**src/rtl/mesh_pe_pkg.sv**
```systemverilog
// Shared definitions for the mesh PE: command encoding and FSM states.
package mesh_pe_pkg;

    typedef logic [2:0] op_t;

    localparam op_t OP_NOP     = 3'd0;
    localparam op_t OP_SHIFT_U = 3'd1;
    localparam op_t OP_SHIFT_D = 3'd2;
    localparam op_t OP_SHIFT_L = 3'd3;
    localparam op_t OP_SHIFT_R = 3'd4;
    localparam op_t OP_MAC     = 3'd5;
    localparam op_t OP_CLEAR   = 3'd6;
    localparam op_t OP_LOAD    = 3'd7;

    typedef enum logic {
        ST_IDLE = 1'b0,
        ST_MAC  = 1'b1
    } state_t;

    // True for commands that address a pixel slot through cmd_img.
    function automatic logic is_slot_op(input op_t op);
        return (op == OP_SHIFT_U) || (op == OP_SHIFT_D) ||
               (op == OP_SHIFT_L) || (op == OP_SHIFT_R) || (op == OP_LOAD);
    endfunction

endpackage

```
**src/rtl/mesh_pe_mac_if.sv**
```systemverilog
// Command handshake, neighbour links and result bus of one mesh PE.
interface mesh_pe_mac_if
    import mesh_pe_pkg::*;
#(
    parameter int PRECISION        = 8,
    parameter int NUM_IMAGES       = 4,
    parameter int OUTPUT_PRECISION = 32
);
    localparam int IDX_W = $clog2(NUM_IMAGES);

    logic                        cmd_valid;
    op_t                         cmd_op;
    logic [IDX_W-1:0]            cmd_img;
    logic [PRECISION-1:0]        load_data;
    logic                        cmd_ready;
    logic [PRECISION-1:0]        isu, isd, isl, isr;
    logic [PRECISION-1:0]        osu, osd, osl, osr;
    logic [OUTPUT_PRECISION-1:0] s_out;
    logic                        done;
    logic                        ovf;
    logic                        error;

    modport master (
        output cmd_valid, cmd_op, cmd_img, load_data, isu, isd, isl, isr,
        input  cmd_ready, osu, osd, osl, osr, s_out, done, ovf, error
    );

    modport slave (
        input  cmd_valid, cmd_op, cmd_img, load_data, isu, isd, isl, isr,
        output cmd_ready, osu, osd, osl, osr, s_out, done, ovf, error
    );
endinterface

```
**src/rtl/pe_mac_unit.sv**
```systemverilog
// Registered accumulator: adds one unsigned pixel-pair product per enabled
// cycle, wraps modulo 2^OUTPUT_PRECISION and keeps a sticky carry-out flag.
module pe_mac_unit #(
    parameter int PRECISION        = 8,
    parameter int OUTPUT_PRECISION = 32
) (
    input  logic                        CLK,
    input  logic                        reset,
    input  logic                        i_en,
    input  logic                        i_clear,
    input  logic [PRECISION-1:0]        i_a,
    input  logic [PRECISION-1:0]        i_b,
    output logic [OUTPUT_PRECISION-1:0] o_acc,
    output logic                        o_ovf
);
    logic [2*PRECISION-1:0]      w_prod;
    logic [OUTPUT_PRECISION:0]   w_sum;
    logic [OUTPUT_PRECISION-1:0] r_acc;
    logic                        r_ovf;

    assign w_prod = (2*PRECISION)'(i_a) * (2*PRECISION)'(i_b);
    assign w_sum  = {1'b0, r_acc} + (OUTPUT_PRECISION+1)'(w_prod);

    // Accumulate the product; the extra sum bit is the wrap indicator.
    always_ff @(posedge CLK or posedge reset) begin
        // NOTE: state registers use non-blocking assignment so every flop
        // samples pre-edge values, independent of block ordering.
        if (reset) begin
            r_acc <= '0;
            r_ovf <= 1'b0;
        end else if (i_clear) begin
            r_acc <= '0;
            r_ovf <= 1'b0;
        end else if (i_en) begin
            r_acc <= w_sum[OUTPUT_PRECISION-1:0];
            if (w_sum[OUTPUT_PRECISION]) r_ovf <= 1'b1;
        end
    end

    assign o_acc = r_acc;
    assign o_ovf = r_ovf;
endmodule

```
**src/rtl/mesh_pe_mac.sv**
```systemverilog
// Mesh processing element: pixel slot array, neighbour shift exchange,
// command FSM and a multi-cycle pairwise MAC over all slots.
module mesh_pe_mac
    import mesh_pe_pkg::*;
#(
    parameter int PRECISION        = 8,
    parameter int NUM_IMAGES       = 4,
    parameter int OUTPUT_PRECISION = 32
) (
    input logic         CLK,
    input logic         reset,
    mesh_pe_mac_if.slave bus
);
    localparam int IDX_W = $clog2(NUM_IMAGES);

    state_t               r_state;
    logic                 r_cmd_ready;
    logic                 r_done;
    logic                 r_error;
    logic [IDX_W-1:0]     r_pair;
    logic [PRECISION-1:0] r_slot [NUM_IMAGES];

    logic                        w_accept;
    logic                        w_idx_ok;
    logic                        w_slot_wr;
    logic                        w_last;
    logic [IDX_W-1:0]            w_idx_lo;
    logic [IDX_W-1:0]            w_idx_hi;
    logic [PRECISION-1:0]        w_rd;
    logic [PRECISION-1:0]        w_wdata;
    logic [PRECISION-1:0]        w_osu, w_osd, w_osl, w_osr;
    logic [OUTPUT_PRECISION-1:0] w_acc;
    logic                        w_ovf;

    assign w_accept  = bus.cmd_valid && r_cmd_ready;
    assign w_idx_ok  = ({1'b0, bus.cmd_img} < (IDX_W+1)'(NUM_IMAGES));
    assign w_slot_wr = w_accept && w_idx_ok && is_slot_op(bus.cmd_op);
    assign w_last    = (r_pair == IDX_W'(NUM_IMAGES/2 - 1));
    assign w_idx_lo  = IDX_W'({r_pair, 1'b0});
    assign w_idx_hi  = IDX_W'({r_pair, 1'b1});
    assign w_rd      = r_slot[bus.cmd_img];

    // Pick the write source and drive only the outgoing link that matches
    // the accepted shift direction.
    always_comb begin
        // NOTE: every output gets a default first so no path leaves it
        // unassigned and infers a latch.
        w_wdata = bus.load_data;
        w_osu   = '0;
        w_osd   = '0;
        w_osl   = '0;
        w_osr   = '0;
        case (bus.cmd_op)
            OP_SHIFT_U: w_wdata = bus.isu;
            OP_SHIFT_D: w_wdata = bus.isd;
            OP_SHIFT_L: w_wdata = bus.isl;
            OP_SHIFT_R: w_wdata = bus.isr;
            default:    w_wdata = bus.load_data;
        endcase
        if (w_accept && w_idx_ok) begin
            case (bus.cmd_op)
                OP_SHIFT_U: w_osu = w_rd;
                OP_SHIFT_D: w_osd = w_rd;
                OP_SHIFT_L: w_osl = w_rd;
                OP_SHIFT_R: w_osr = w_rd;
                default: ;
            endcase
        end
    end

    // Slot array: written by accepted shifts and loads only.
    always_ff @(posedge CLK or posedge reset) begin
        // NOTE: the slot array is small and must read as zero after reset,
        // so every entry is reset explicitly rather than left uninitialised.
        if (reset) begin
            for (int i = 0; i < NUM_IMAGES; i++) r_slot[i] <= '0;
        end else if (w_slot_wr) begin
            r_slot[bus.cmd_img] <= w_wdata;
        end
    end

    // Command FSM with registered ready/done/error.
    always_ff @(posedge CLK or posedge reset) begin
        if (reset) begin
            r_state     <= ST_IDLE;
            r_cmd_ready <= 1'b1;
            r_done      <= 1'b0;
            r_error     <= 1'b0;
            r_pair      <= '0;
        end else begin
            r_done <= 1'b0;
            if (bus.cmd_valid && !r_cmd_ready) r_error <= 1'b1;
            case (r_state)
                ST_IDLE: begin
                    if (w_accept) begin
                        if (is_slot_op(bus.cmd_op)) begin
                            if (w_idx_ok) r_done  <= 1'b1;
                            else          r_error <= 1'b1;
                        end else if (bus.cmd_op == OP_CLEAR) begin
                            r_done <= 1'b1;
                        end else if (bus.cmd_op == OP_MAC) begin
                            r_state     <= ST_MAC;
                            r_cmd_ready <= 1'b0;
                            r_pair      <= '0;
                        end
                    end
                end
                ST_MAC: begin
                    if (w_last) begin
                        r_state     <= ST_IDLE;
                        r_cmd_ready <= 1'b1;
                        r_done      <= 1'b1;
                    end else begin
                        r_pair <= r_pair + IDX_W'(1);
                    end
                end
                default: r_state <= ST_IDLE;
            endcase
        end
    end

    pe_mac_unit #(
        .PRECISION       (PRECISION),
        .OUTPUT_PRECISION(OUTPUT_PRECISION)
    ) u_mac (
        .CLK    (CLK),
        .reset  (reset),
        .i_en   (r_state == ST_MAC),
        .i_clear(w_accept && (bus.cmd_op == OP_CLEAR)),
        .i_a    (r_slot[w_idx_hi]),
        .i_b    (r_slot[w_idx_lo]),
        .o_acc  (w_acc),
        .o_ovf  (w_ovf)
    );

    assign bus.cmd_ready = r_cmd_ready;
    assign bus.done      = r_done;
    assign bus.error     = r_error;
    assign bus.s_out     = w_acc;
    assign bus.ovf       = w_ovf;
    assign bus.osu       = w_osu;
    assign bus.osd       = w_osd;
    assign bus.osl       = w_osl;
    assign bus.osr       = w_osr;
endmodule

```
**src/flat_wrapper.sv**
```systemverilog
// flat-port wrapper written by rule: the top's interface ports become plain ports
module mesh_pe_mac_flat import mesh_pe_pkg::*;
#(
    parameter int PRECISION        = 8,
    parameter int NUM_IMAGES       = 4,
    parameter int OUTPUT_PRECISION = 32
)
  (CLK, reset, bus_cmd_valid, bus_cmd_op, bus_cmd_img, bus_load_data, bus_isu, bus_isd, bus_isl, bus_isr, bus_cmd_ready, bus_osu, bus_osd, bus_osl, bus_osr, bus_s_out, bus_done, bus_ovf, bus_error);
  mesh_pe_mac_if #(.PRECISION(PRECISION), .NUM_IMAGES(NUM_IMAGES), .OUTPUT_PRECISION(OUTPUT_PRECISION)) bus_i ();
  input logic CLK;
  input logic reset;
  input wire logic [$bits(bus_i.cmd_valid)-1:0] bus_cmd_valid;
  input wire logic [$bits(bus_i.cmd_op)-1:0] bus_cmd_op;
  input wire logic [$bits(bus_i.cmd_img)-1:0] bus_cmd_img;
  input wire logic [$bits(bus_i.load_data)-1:0] bus_load_data;
  input wire logic [$bits(bus_i.isu)-1:0] bus_isu;
  input wire logic [$bits(bus_i.isd)-1:0] bus_isd;
  input wire logic [$bits(bus_i.isl)-1:0] bus_isl;
  input wire logic [$bits(bus_i.isr)-1:0] bus_isr;
  output wire logic [$bits(bus_i.cmd_ready)-1:0] bus_cmd_ready;
  output wire logic [$bits(bus_i.osu)-1:0] bus_osu;
  output wire logic [$bits(bus_i.osd)-1:0] bus_osd;
  output wire logic [$bits(bus_i.osl)-1:0] bus_osl;
  output wire logic [$bits(bus_i.osr)-1:0] bus_osr;
  output wire logic [$bits(bus_i.s_out)-1:0] bus_s_out;
  output wire logic [$bits(bus_i.done)-1:0] bus_done;
  output wire logic [$bits(bus_i.ovf)-1:0] bus_ovf;
  output wire logic [$bits(bus_i.error)-1:0] bus_error;
  assign bus_i.cmd_valid = bus_cmd_valid;
  assign bus_i.cmd_op = bus_cmd_op;
  assign bus_i.cmd_img = bus_cmd_img;
  assign bus_i.load_data = bus_load_data;
  assign bus_i.isu = bus_isu;
  assign bus_i.isd = bus_isd;
  assign bus_i.isl = bus_isl;
  assign bus_i.isr = bus_isr;
  assign bus_cmd_ready = bus_i.cmd_ready;
  assign bus_osu = bus_i.osu;
  assign bus_osd = bus_i.osd;
  assign bus_osl = bus_i.osl;
  assign bus_osr = bus_i.osr;
  assign bus_s_out = bus_i.s_out;
  assign bus_done = bus_i.done;
  assign bus_ovf = bus_i.ovf;
  assign bus_error = bus_i.error;
  mesh_pe_mac #(.PRECISION(PRECISION), .NUM_IMAGES(NUM_IMAGES), .OUTPUT_PRECISION(OUTPUT_PRECISION)) u_core (.CLK(CLK), .reset(reset), .bus(bus_i));
endmodule
```
**config.mk**
```make
export PLATFORM = sky130hd
export DESIGN_NAME = mesh_pe_mac_flat
export DESIGN_NICKNAME = d
export VERILOG_FILES = /design/src/rtl/mesh_pe_pkg.sv /design/src/rtl/mesh_pe_mac_if.sv /design/src/rtl/pe_mac_unit.sv /design/src/rtl/mesh_pe_mac.sv /design/src/flat_wrapper.sv
export SDC_FILE = /design/constraint.sdc
export NUM_CORES = 1
export LEC_CHECK = 0
export ABC_CLOCK_PERIOD_IN_PS = 6340
export BUFFER_PORTS_ARGS = -buffer_cell sky130_fd_sc_hd__buf_2
export CAP_MARGIN = 10
export CORE_MARGIN = 5
export CORE_UTILIZATION = 50
export CTS_CLUSTER_SIZE = 12
export DETAILED_ROUTE_END_ITERATION = 8
export PLACE_DENSITY_LB_ADDON = 0.08
export SLEW_MARGIN = 5
export SYNTH_ARGS = -nofsm -noshare
export SYNTH_HDL_FRONTEND = slang
export SYNTH_HIERARCHICAL = 1
export SYNTH_SLANG_ARGS = --single-unit
```
**constraint.sdc**
```tcl
create_clock -name CLK -period 6.34 [get_ports CLK]
set_input_delay 0.317 -clock CLK [delete_from_list [all_inputs] [get_ports CLK]]
set_output_delay 0.317 -clock CLK [all_outputs]
set_load 0.005 [all_outputs]
```
Yosys cells after proc, flatten, opt, wreduce, memory -nomap -nowiden

Index checks and enable logic that the tools add are counted.

Flip-flop bits (word level): 71
Bits in latches: 0
Memory bits (writable): 0
ROM bits: 0
Output and inout bits: 68
Logic and storage cells: 100
Memories: 0

Add/subtract/negate cells: 2
$mul: 1
Div/mod/pow operators: 0
Order comparisons: 4
Equal/unequal tests: 14
Shift operators: 0
Multiplexer cells: 49
Bitwise logic cells: 4
Reductions and logical operators: 15

Operators by type and width:

| kind                                                   | count |
|---|---|
| two-way mux 8 bit                                      | 15 |
| two-way mux 32 bit                                     | 2 |
| binary-select mux 8 bit (select 2 bit)                 | 3 |
| adder 32 x 16 -> 33 bit                                | 1 |
| bitwise mux 32 bit                                     | 1 |
| case mux 8 bit (4 select lines)                        | 1 |
| two-way mux 1 bit                                      | 17 |
| demux 8 bit (select 2 bit)                             | 1 |
| multiplier 8 x 8 -> 16 bit                             | 1 |
| equality test 3 bit (second input constant)            | 4 |
| two-way mux 2 bit                                      | 5 |
| AND reduction 5 bit                                    | 2 |
| >= comparator 3 bit (second input constant)            | 3 |
| NOT 2 -> 3 bit                                         | 3 |
| inequality test 2 bit (second input constant)          | 4 |
| equality test 3 x 2 -> 1 bit (second input constant)   | 2 |
| case mux 1 bit (2 select lines)                        | 3 |
| logical AND 1 bit                                      | 5 |
| logical OR 1 bit                                       | 4 |
| inequality test 2 x 1 -> 1 bit (second input constant) | 2 |
| case mux 2 bit (2 select lines)                        | 1 |
| nonzero test 2 bit                                     | 2 |
| equality test 3 x 1 -> 1 bit (second input constant)   | 1 |
| < comparator 3 x 1 -> 1 bit (second input constant)    | 1 |
| 5 further kinds                                        | 5 |

Depth between registers and ports, before layout

Gate-level depths: netlist (run 1).

Depth in word-level cells: 9
Mapped depth: 22
Gate-level depth less buffers: 17

Cells and area by module

The synthesis (run 1) kept the hierarchy.

Modules (own cells, without submodules):

| module      | instances | cells an instance | area each (sq um) | seq. area each (sq um) |
|---|---|---|---|---|
| pe_mac_unit | 1         | 509               | 4400.5            | 825.8 |
| mesh_pe_mac | 1         | 256               | 2630.0            | 952.2 |

Worst setup path after synthesis (run 1)

Ideal clock, no wire load.

Kind: reg-to-reg
Start: register u_core.r_pair[0]
End: register u_core.u_mac.r_acc[23], in the netlist u_core/u_mac/o_acc[23]
Setup time: 0.128 ns
Arrival time: 5.224 ns
Required time: 6.212 ns
Setup slack: 0.988 ns
Cell stages (with the launch flop): 18
Buffers on the path: 2
Period minus slack after synthesis: 5.352 ns
Cells stage by stage: dfrtp_1 clkbuf_1 buf_2 mux2_2 and2_1 fa_1 fa_1 inv_1 fa_1 fa_1 inv_1 ha_1 nand2_1 nor2_1 o2111a_1 o21ai_2 a2111oi_2 mux2_1

Word-level cells in the longest chain between the ends: 8
Elaborated cells between the ends (all ways): 12
Classes of those cells: add/sub (1); mul (1); mux (8); bitwise (2)

RTL lines:

| item                                                      | RTL line                               | text |
|---|---|---|
| start, declared                                           | mesh_pe_mac.sv:20                      | `logic [IDX_W-1:0] r_pair;` |
| start signal, assigned                                    | mesh_pe_mac.sv:114                     | `r_pair <= r_pair + IDX_W'(1);` |
| NOT 2 -> 3 bit (on tied branches)                         | mesh_pe_mac.sv:130, mesh_pe_mac.sv:131 |  |
| binary-select mux 8 bit (select 2 bit) (on tied branches) | mesh_pe_mac.sv:130, mesh_pe_mac.sv:131 |  |
| two-way mux 8 bit (on tied branches) (2 in a row)         | mesh_pe_mac.sv:130, mesh_pe_mac.sv:131 |  |
| multiplier 8 x 8 -> 16 bit *                              | pe_mac_unit.sv:21                      | `assign w_prod = (2*PRECISION)'(i_a) * (2*PRECISION)'(i_b);` |
| adder 32 x 16 -> 33 bit *                                 | pe_mac_unit.sv:22                      | `assign w_sum = {1'b0, r_acc} + (OUTPUT_PRECISION+1)'(w_prod);` |
| two-way mux 32 bit *                                      | pe_mac_unit.sv:34                      | `end else if (i_en) begin` |
| two-way mux 32 bit *                                      | pe_mac_unit.sv:31                      | `end else if (i_clear) begin` |
| end signal, assigned                                      | pe_mac_unit.sv:35                      | `r_acc <= w_sum[OUTPUT_PRECISION-1:0];` |
| end, declared                                             | pe_mac_unit.sv:18                      | `logic [OUTPUT_PRECISION-1:0] r_acc;` |

Mark *: on every way between the ends. The rest lies on a longest branch, timed or not. The select of a mux whose other input is x is not followed.
A chain may end at the register's enable or synchronous reset.

Worst setup path in the final report (run 1)

Ends and elaborated chain as after synthesis.

==> impl_metrics.tcl, run 1 <==
set metrics [dict create \
    antenna_found_initial 0 \
    grt_usage_pct 22.3 \
    rsz0062_at_grt "false" \
    cts.sinks 71 \
    worstSkewPairLatency_ns 0.34 \
    chipWidth_um 129 \
    grt_pass1_vias 5900 \
    fin_skew_ns 0.00718 \
    path_cells "mux2_2 > and2_1 > fa_1 > fa_1 > fa_1 > inv_1 > fa_1 > inv_1 > ha_1 > nand2_1 > nor2_1 > o2111a_1 > o21ai_2 > a2111oi_2 > mux2_1" \
    cts.htree.levels 3 \
    ys_types 68 \
    initial_core_util_pct 50.8 \
    cts-root-buf "clkbuf_16" \
    whs_ns 0.0780 \
    avgViaCountPerCell 5.49 \
    firstDrtPassIters 5 \
    fin_crit_ns 5.65 \
    cp-start-kind "flip-flop" \
    max_stage_delay_ns 0.74 \
    synth-seq-cells 71 \
    r2r_slack_ns 0.69 \
    clk_pin_slew_ns 0.06 \
    reg2reg_to "u_core/u_mac/o_acc[23]" \
    crit_path_max_fanout 16 \
    cts_setup_buffers 0 \
    hold_buffers 0 \
    post_dp_cell_area_um2 7690 \
    relSlewSlack_pct 39.0 \
    syn_to_final_growth_pct 14.5 \
    synth_edf_count 0 \
    synth_nets 905 \
    cts_buffers 9 \
    avgRoutedWirePerCell_um 16.6 \
    reg2reg_from "u_core/r_pair[0]" \
    nets 1003 \
    hpwlAfterDp_um 13800 \
    dieHeight_um 129 \
    async_flop_share_pct 100 \
    crit_required_ns 6.56 \
    vias 5752 \
    cap_violations 0 \
    critPathKind "reg -> reg" \
    layout_commonest_cell "buf_2" \
    post-route-drc-count 0 \
    finalWirelength_um 17400 \
    path_common_cell "fa_1" \
    cts_resized 0 \
    drive_gt1_share_pct 23.5 \
    status "complete, no violations" \
    die_area_um2 16500 \
    slew_viol_final 0 \
    cts_buffer_depth 2 \
    port_buffers 115 \
    syn_inst 765 \
    gp_congestion 0.878 \
    r2r_cells 15 \
    clock.fmax_ghz 0.177 \
    first_iter_violations 246 \
    crit_path_end_kind "flip-flop" \
    fp.coreArea_um2 13800 \
    ys.flop_type "dfrtp_1" \
    yosys-top-cells-area "dfrtp_1 (25%), fa_1 (14%), ha_1 (7.5%), and2_1 (6.1%), inv_1 (5.6%)" \
    final_hold_viol_count 0 \
    period_share_pct 89.2 \
    ys_warn_count 6 \
    synth_top_area_share_pct 24.9 \
    cts_tree "done" \
    ys_seq_area_share_pct 25.3 \
    grt_max_degree 42 \
    hold_path.class "in -> async" \
    row_count 43 \
    fin_setup_tns_ns 0 \
    slowest_stage "dfrtp_1" \
    synth_area_per_cell_um2 9.19 \
    finalSetupViolCount 0 \
    syn_area_um2 7030 \
    grt_overflow_total 0 \
    ios 116 \
    ant_nets 0 \
    grt_pass1_wl_um 29600 \
    antenna_cells 0 \
    mostFrequentLayoutCells "buf_2 (115), inv_1 (104), nand2_1 (86)" \
    worstMarginPinSlew_ns 0.908 \
    arrival_ns 5.87 \
    fin_area_um2 8050 \
    yosysTopAreaCell "dfrtp_1" \
]
[flip-flops by register name, indices dropped and copies added (netlist names)]
name	count
u_core/bus.cmd_ready	1
u_core/bus.done	1
u_core/bus.error	1
u_core/r_pair	2
u_core/r_slot	32
u_core/r_state	1
u_core/u_mac/o_acc	32
u_core/u_mac/o_ovf	1
[kinds of logic after synthesis]
group,count (synthesis),share of synthesized area [%]
compound gates,143,14.5
xor+xnor,8,1.37
fa+ha+maj,92,21.7
buf+inv,137,8.06
flops,71,25.3
mux,41,7.69
simple gates,273,21.3
[synth_stat cells (13+ instances only)]
cell	count
dfrtp_1	70
nand2_1	86
nor2_1	31
a21oi_1	23
clkbuf_1	13
mux2_2	23
fa_1	50
o21ai_1	34
ha_1	42
o21ai_0	19
inv_1	104
and2_1	68
[how the worst max path moves through the flow]
stage,start,to,slack [ns],cells past startpoint
2_1_floorplan,u_core/r_pair[0],u_core/u_mac/o_acc[23],0.99,17
3_3_place_gp,u_core/r_pair[0],u_core/u_mac/o_acc[19],0.80,15
3_5_place_dp,u_core/r_pair[0],u_core/u_mac/o_acc[23],0.68,15
4_1_cts,u_core/r_pair[0],u_core/u_mac/o_acc[23],0.68,15
5_1_grt,u_core/r_pair[0],u_core/u_mac/o_acc[23],0.33,15
6_report,u_core/r_pair[0],u_core/u_mac/o_acc[23],0.69,15
[stage by stage]
| step | setup WS (ns) | utilization [%] | instances |
|---|---|---|---|
| CTS | 0.675 | 58.2 | 1048 |
| finish | 0.687 | 58.2 | 1048 |
| detailed placement | 0.678 | 55.7 | 1032 |
| global placement | 0.796 | 55.7 | 1032 |
| floorplan | 0.988 | - | 765 |
| global route | 0.333 | 58.2 | 1048 |
[metal layers]
metal / track usage [%] / part of all wire, %
met1: 29.2 / 43
met2: 38.0 / 50
met3: 2.91 / 4.1
met4: 8.03 / 2.5
met5: 0 / 0
[worst max-delay path, delay by kind of cell, from the launching register on]
kind                       cells  cell delay [ns]
DFF                            1             0.74
muxes                          2             0.83
buffers and inverters          2             0.10
adders and majority gates      5             2.58
AOI/OAI and AO/OA              3             0.79
and+or+nand+nor                3             0.49
[layout make-up]
class,count,area [um2]
fillers,1243,5780
multi-input cells,557,4690
flip-flops and latches,71,1780
repair buffers,120,613
inverters,104,390
clock buffers,10,239
well taps,180,225
clock inverters,6,116
Power of run 1 is not shown: default switching activity piles up to over one toggle a cycle in this logic, so the estimate is an artifact.
==> run 2: changes to the inputs <==
- REMOVE_ABC_BUFFERS: not set -> 1
==> run 2 against run 1 <==
- flip-flop and latch count unchanged
- count of clock-buffer cells in the layout up 2
- sequential share of layout area up 0.22 points
- fmax down 0.86%
- final cell count down 0.19%
- non-clock buffer count down 1
- worst setup slack worse by 0.049 ns
- critical path depth unchanged
- routed wire length up 0.94%
- cell area down 0.98%
- global-route usage down 0.16 points
- register-to-register slack worse by 0.05 ns
==> impl_metrics.tcl, run 2 (synthesized netlist as in run 1, its figures left out) <==
set metrics [dict create \
    mostFrequentLayoutCells "buf_2 (115), inv_1 (104), nand2_1 (86)" \
    chipWidth_um 129 \
    clock.fmax_ghz 0.175 \
    drive_gt1_share_pct 23.3 \
    cts_setup_buffers 0 \
    avgRoutedWirePerCell_um 16.8 \
    slew_viol_final 0 \
    grt_usage_pct 22.1 \
    antenna_found_initial 0 \
    avgViaCountPerCell 5.51 \
    status "complete, no violations" \
    whs_ns 0.0792 \
    hold_path.class "in -> async" \
    critPathBufInv 2 \
    worstMarginPinSlew_ns 0.794 \
    cp-start-kind "flip-flop" \
    final_hold_viol_count 0 \
    fin_crit_ns 5.70 \
    clk_pin_slew_ns 0.06 \
    slowest_stage "dfrtp_1" \
    grt_pass1_wl_um 29400 \
    fin_area_um2 7970 \
    cts_tree "done" \
    cts.htree.levels 3 \
    crit_required_ns 6.56 \
    gp_congestion 0.886 \
    ios 116 \
    antenna_cells 0 \
    initial_core_util_pct 50.8 \
    grt_pass1_vias 5970 \
    arrival_ns 5.93 \
    hpwlAfterDp_um 13600 \
    layout_commonest_cell "buf_2" \
    critPathKind "reg -> reg" \
    finalWirelength_um 17600 \
    cts.sinks 71 \
    cap_violations 0 \
    fin_setup_tns_ns 0 \
    ant_nets 0 \
    vias 5766 \
    cts_buffers 9 \
    critical_path.top_delay_family "adder cells" \
    relSlewSlack_pct 47.0 \
    row_count 43 \
    grt_max_degree 41 \
    cts_resized 0 \
    crit_path_end_kind "flip-flop" \
    fin_skew_ns 0.0117 \
    cts-root-buf "clkbuf_16" \
    first_iter_violations 242 \
    die_area_um2 16500 \
    post_dp_cell_area_um2 7690 \
    path_cells "mux2_2 > and2_1 > fa_1 > fa_1 > inv_1 > fa_1 > fa_1 > inv_1 > ha_1 > nand2_1 > nor2_1 > o2111a_1 > o21ai_2 > a2111oi_2 > mux2_1" \
    nets 1002 \
    crit_path_max_fanout 18 \
    path_common_cell "fa_1" \
    port_buffers 115 \
    hold_buffers 0 \
    syn_to_final_growth_pct 13.4 \
    dieHeight_um 129 \
    firstDrtPassIters 5 \
    fp.coreArea_um2 13800 \
    grt_overflow_total 0 \
    period_share_pct 89.9 \
    worstSkewPairLatency_ns 0.35 \
    post-route-drc-count 0 \
    rsz0062_at_grt "false" \
    finalSetupViolCount 0 \
    cts_buffer_depth 2 \
    max_stage_delay_ns 0.83 \
]
-- run 2: worst register-to-register path, cell delays in order (launching register included) --
cell,delay [ns]
dfrtp_1,0.83
mux2_2,0.51
and2_1,0.19
fa_1,0.51
fa_1,0.55
inv_1,0.06
fa_1,0.51
fa_1,0.56
inv_1,0.05
ha_1,0.42
nand2_1,0.10
nor2_1,0.16
o2111a_1,0.27
o21ai_2,0.13
a2111oi_2,0.40
mux2_1,0.35
-- run 2: worst paths after layout --
| path | startpoint | endpoint | slack [ns] | cells after the start |
|---|---|---|---|---|
| worst max-delay path | u_core/r_pair[0] | u_core/u_mac/o_acc[23] | 0.64 | 15 |
| worst min-delay path | reset | u_core/u_mac/o_acc[25] | 0.08 | 3 |
| worst max register to register | u_core/r_pair[0] | u_core/u_mac/o_acc[23] | 0.64 | 15 |
| worst min register to register | u_core/bus.error | u_core/bus.error | 0.46 | 1 |
| max in group asynchronous | reset | u_core/bus.cmd_ready | 5.87 | 3 |
| min in group CLK | bus_cmd_valid | u_core/bus.error | 0.28 | 2 |
-- run 2: area by class of cell --
cell class                 instances  area (um2)
timing repair buffer             119         606
clock inverter                     3        17.5
tap                              180         225
sequential                        71        1780
clock buffer                      12         267
fill                            1249        5860
multi-input combinational        557        4690
inverter                         104         390
-- run 2: metal layers --
layer	up-vias	track usage [%]	part of all wire (%)
met5	-	0	0
met4	0	7.54	2.5
met3	35	4.19	4.9
met2	167	37.5	49
met1	2804	28.6	44
li1	2760	-	-
-- run 2: per-stage QoR --
step           setup slack [ns]  util (%)  cells
6_report                  0.638      57.7   1046
5_1_grt                   0.342      57.7   1046
3_5_place_dp              0.675      55.6   1031
2_1_floorplan              1.13         -    732
3_3_place_gp              0.760      55.6   1031
4_1_cts                   0.634      57.7   1046
Power of run 2 is left out for the same reason.
==> run 3: changes to the inputs <==
- HOLD_SLACK_MARGIN: not set -> 0.15
- SKIP_CTS_REPAIR_TIMING: not set -> 1
==> run 3 against run 2 <==
- non-clock buffer count rose by 1
- largest cell class unchanged
- hold slack improved by 0.19 ns
- worst setup slack improved by 0.0078 ns
- critical path depth did not move
- highest routed layer unchanged
==> impl_metrics.tcl, run 3 (synthesized netlist as in run 1, its figures left out) <==
set metrics [dict create \
    status "complete, no violations" \
    firstDrtPassIters 6 \
    cap_violations 0 \
    drive_gt1_share_pct 23.3 \
    finalSetupViolCount 0 \
    fillCellCount 1248 \
    cts_tree "done" \
    initial_core_util_pct 50.8 \
    avgRoutedWirePerCell_um 16.8 \
    first_iter_violations 267 \
    post-route-drc-count 0 \
    die_area_um2 16500 \
    nets 1003 \
    chipWidth_um 129 \
    grt_pass1_vias 5970 \
    final_hold_viol_count 0 \
    cts-root-buf "clkbuf_16" \
    cts_buffer_depth 2 \
    hold_path.class "in -> reg" \
    grt_pass1_wl_um 29400 \
    layout_commonest_cell "buf_2" \
    fin_crit_ns 5.69 \
    antenna_found_initial 0 \
    avgViaCountPerCell 5.50 \
    wl_met2_um 8580 \
    crit_required_ns 6.56 \
    slowest_stage "dfrtp_1" \
    grt_overflow_total 0 \
    ant_nets 0 \
    ios 116 \
    gp_congestion 0.886 \
    top_layer "met4" \
    critical_path.top_delay_family "adder cells" \
    max_stage_delay_ns 0.82 \
    port_buffers 115 \
    row_count 43 \
    vias 5755 \
    hpwlAfterDp_um 13600 \
    critPathKind "reg -> reg" \
    worstMarginPinSlew_ns 0.803 \
    whs_ns 0.273 \
    fin_skew_ns 0.0116 \
    clock.fmax_ghz 0.176 \
    fin_setup_tns_ns 0 \
    relSlewSlack_pct 46.3 \
    slew_viol_final 0 \
    syn_to_final_growth_pct 13.5 \
    critPathBufInv 2 \
    period_share_pct 89.8 \
    path_cells "mux2_2 > and2_1 > fa_1 > fa_1 > fa_1 > inv_1 > fa_1 > inv_1 > ha_1 > a21oi_1 > o21ai_0 > o21bai_1 > a211oi_1 > o21ai_0 > mux2_2" \
    antenna_cells 0 \
    rsz0062_at_grt "false" \
    dieHeight_um 129 \
    cts_buffers 9 \
    path_common_cell "fa_1" \
    wl_met1_um 7710 \
    cts.sinks 71 \
    grt_usage_pct 22.1 \
    clk_pin_slew_ns 0.06 \
    finalWirelength_um 17600 \
    final_core_util_pct 57.7 \
    mostFrequentLayoutCells "buf_2 (115), inv_1 (104), nand2_1 (86)" \
    cts.htree.levels 3 \
    grt_max_degree 41 \
    fp.coreArea_um2 13800 \
    wl_met3_um 851 \
    crit_path_max_fanout 18 \
    crit_path_end_kind "flip-flop" \
    cp-start-kind "flip-flop" \
    worstSkewPairLatency_ns 0.35 \
    arrival_ns 5.92 \
]
run 3: area by class of cell:
cell class / instances / area [um2] / share of cell area, %
timing repair buffer: 120 / 616 / 7.71
sequential: 71 / 1780 / 22.3
multi-input combinational: 557 / 4690 / 58.7
tap: 180 / 225 / 2.82
clock buffer: 12 / 267 / 3.34
inverter: 104 / 390 / 4.89
clock inverter: 3 / 17.5 / 0.219
run 3: path summary, 6_finish.rpt:
| kind | startpoint | to | slack (ns) | depth (start not counted) |
|---|---|---|---|---|
| min in group asynchronous | reset | u_core/u_mac/o_acc[25] | 0.63 | 4 |
| hold reg to reg | u_core/bus.error | u_core/bus.error | 0.46 | 1 |
| max in group asynchronous | reset | u_core/bus.cmd_ready | 5.33 | 4 |
| hold / removal | bus_cmd_valid | u_core/bus.error | 0.27 | 2 |
| setup reg to reg | u_core/r_pair[0] | u_core/u_mac/o_acc[19] | 0.65 | 15 |
| setup / recovery | u_core/r_pair[0] | u_core/u_mac/o_acc[19] | 0.65 | 15 |
run 3: stage by stage:
step	cells	setup slack [ns]	cell area (um2)
3_5_place_dp	1031	0.675	7690
2_1_floorplan	732	1.13	6850
4_1_cts	1046	0.634	7970
6_report	1047	0.646	7980
3_3_place_gp	1031	0.760	7690
5_1_grt	1047	0.342	7980
run 3: metal layers:
layer / track usage, % / vias up
li1: - / 2757
met1: 28.6 / 2801
met2: 37.5 / 160
met3: 4.19 / 37
met4: 7.54 / 0
met5: 0 / -
Power of run 3 is left out for the same reason.
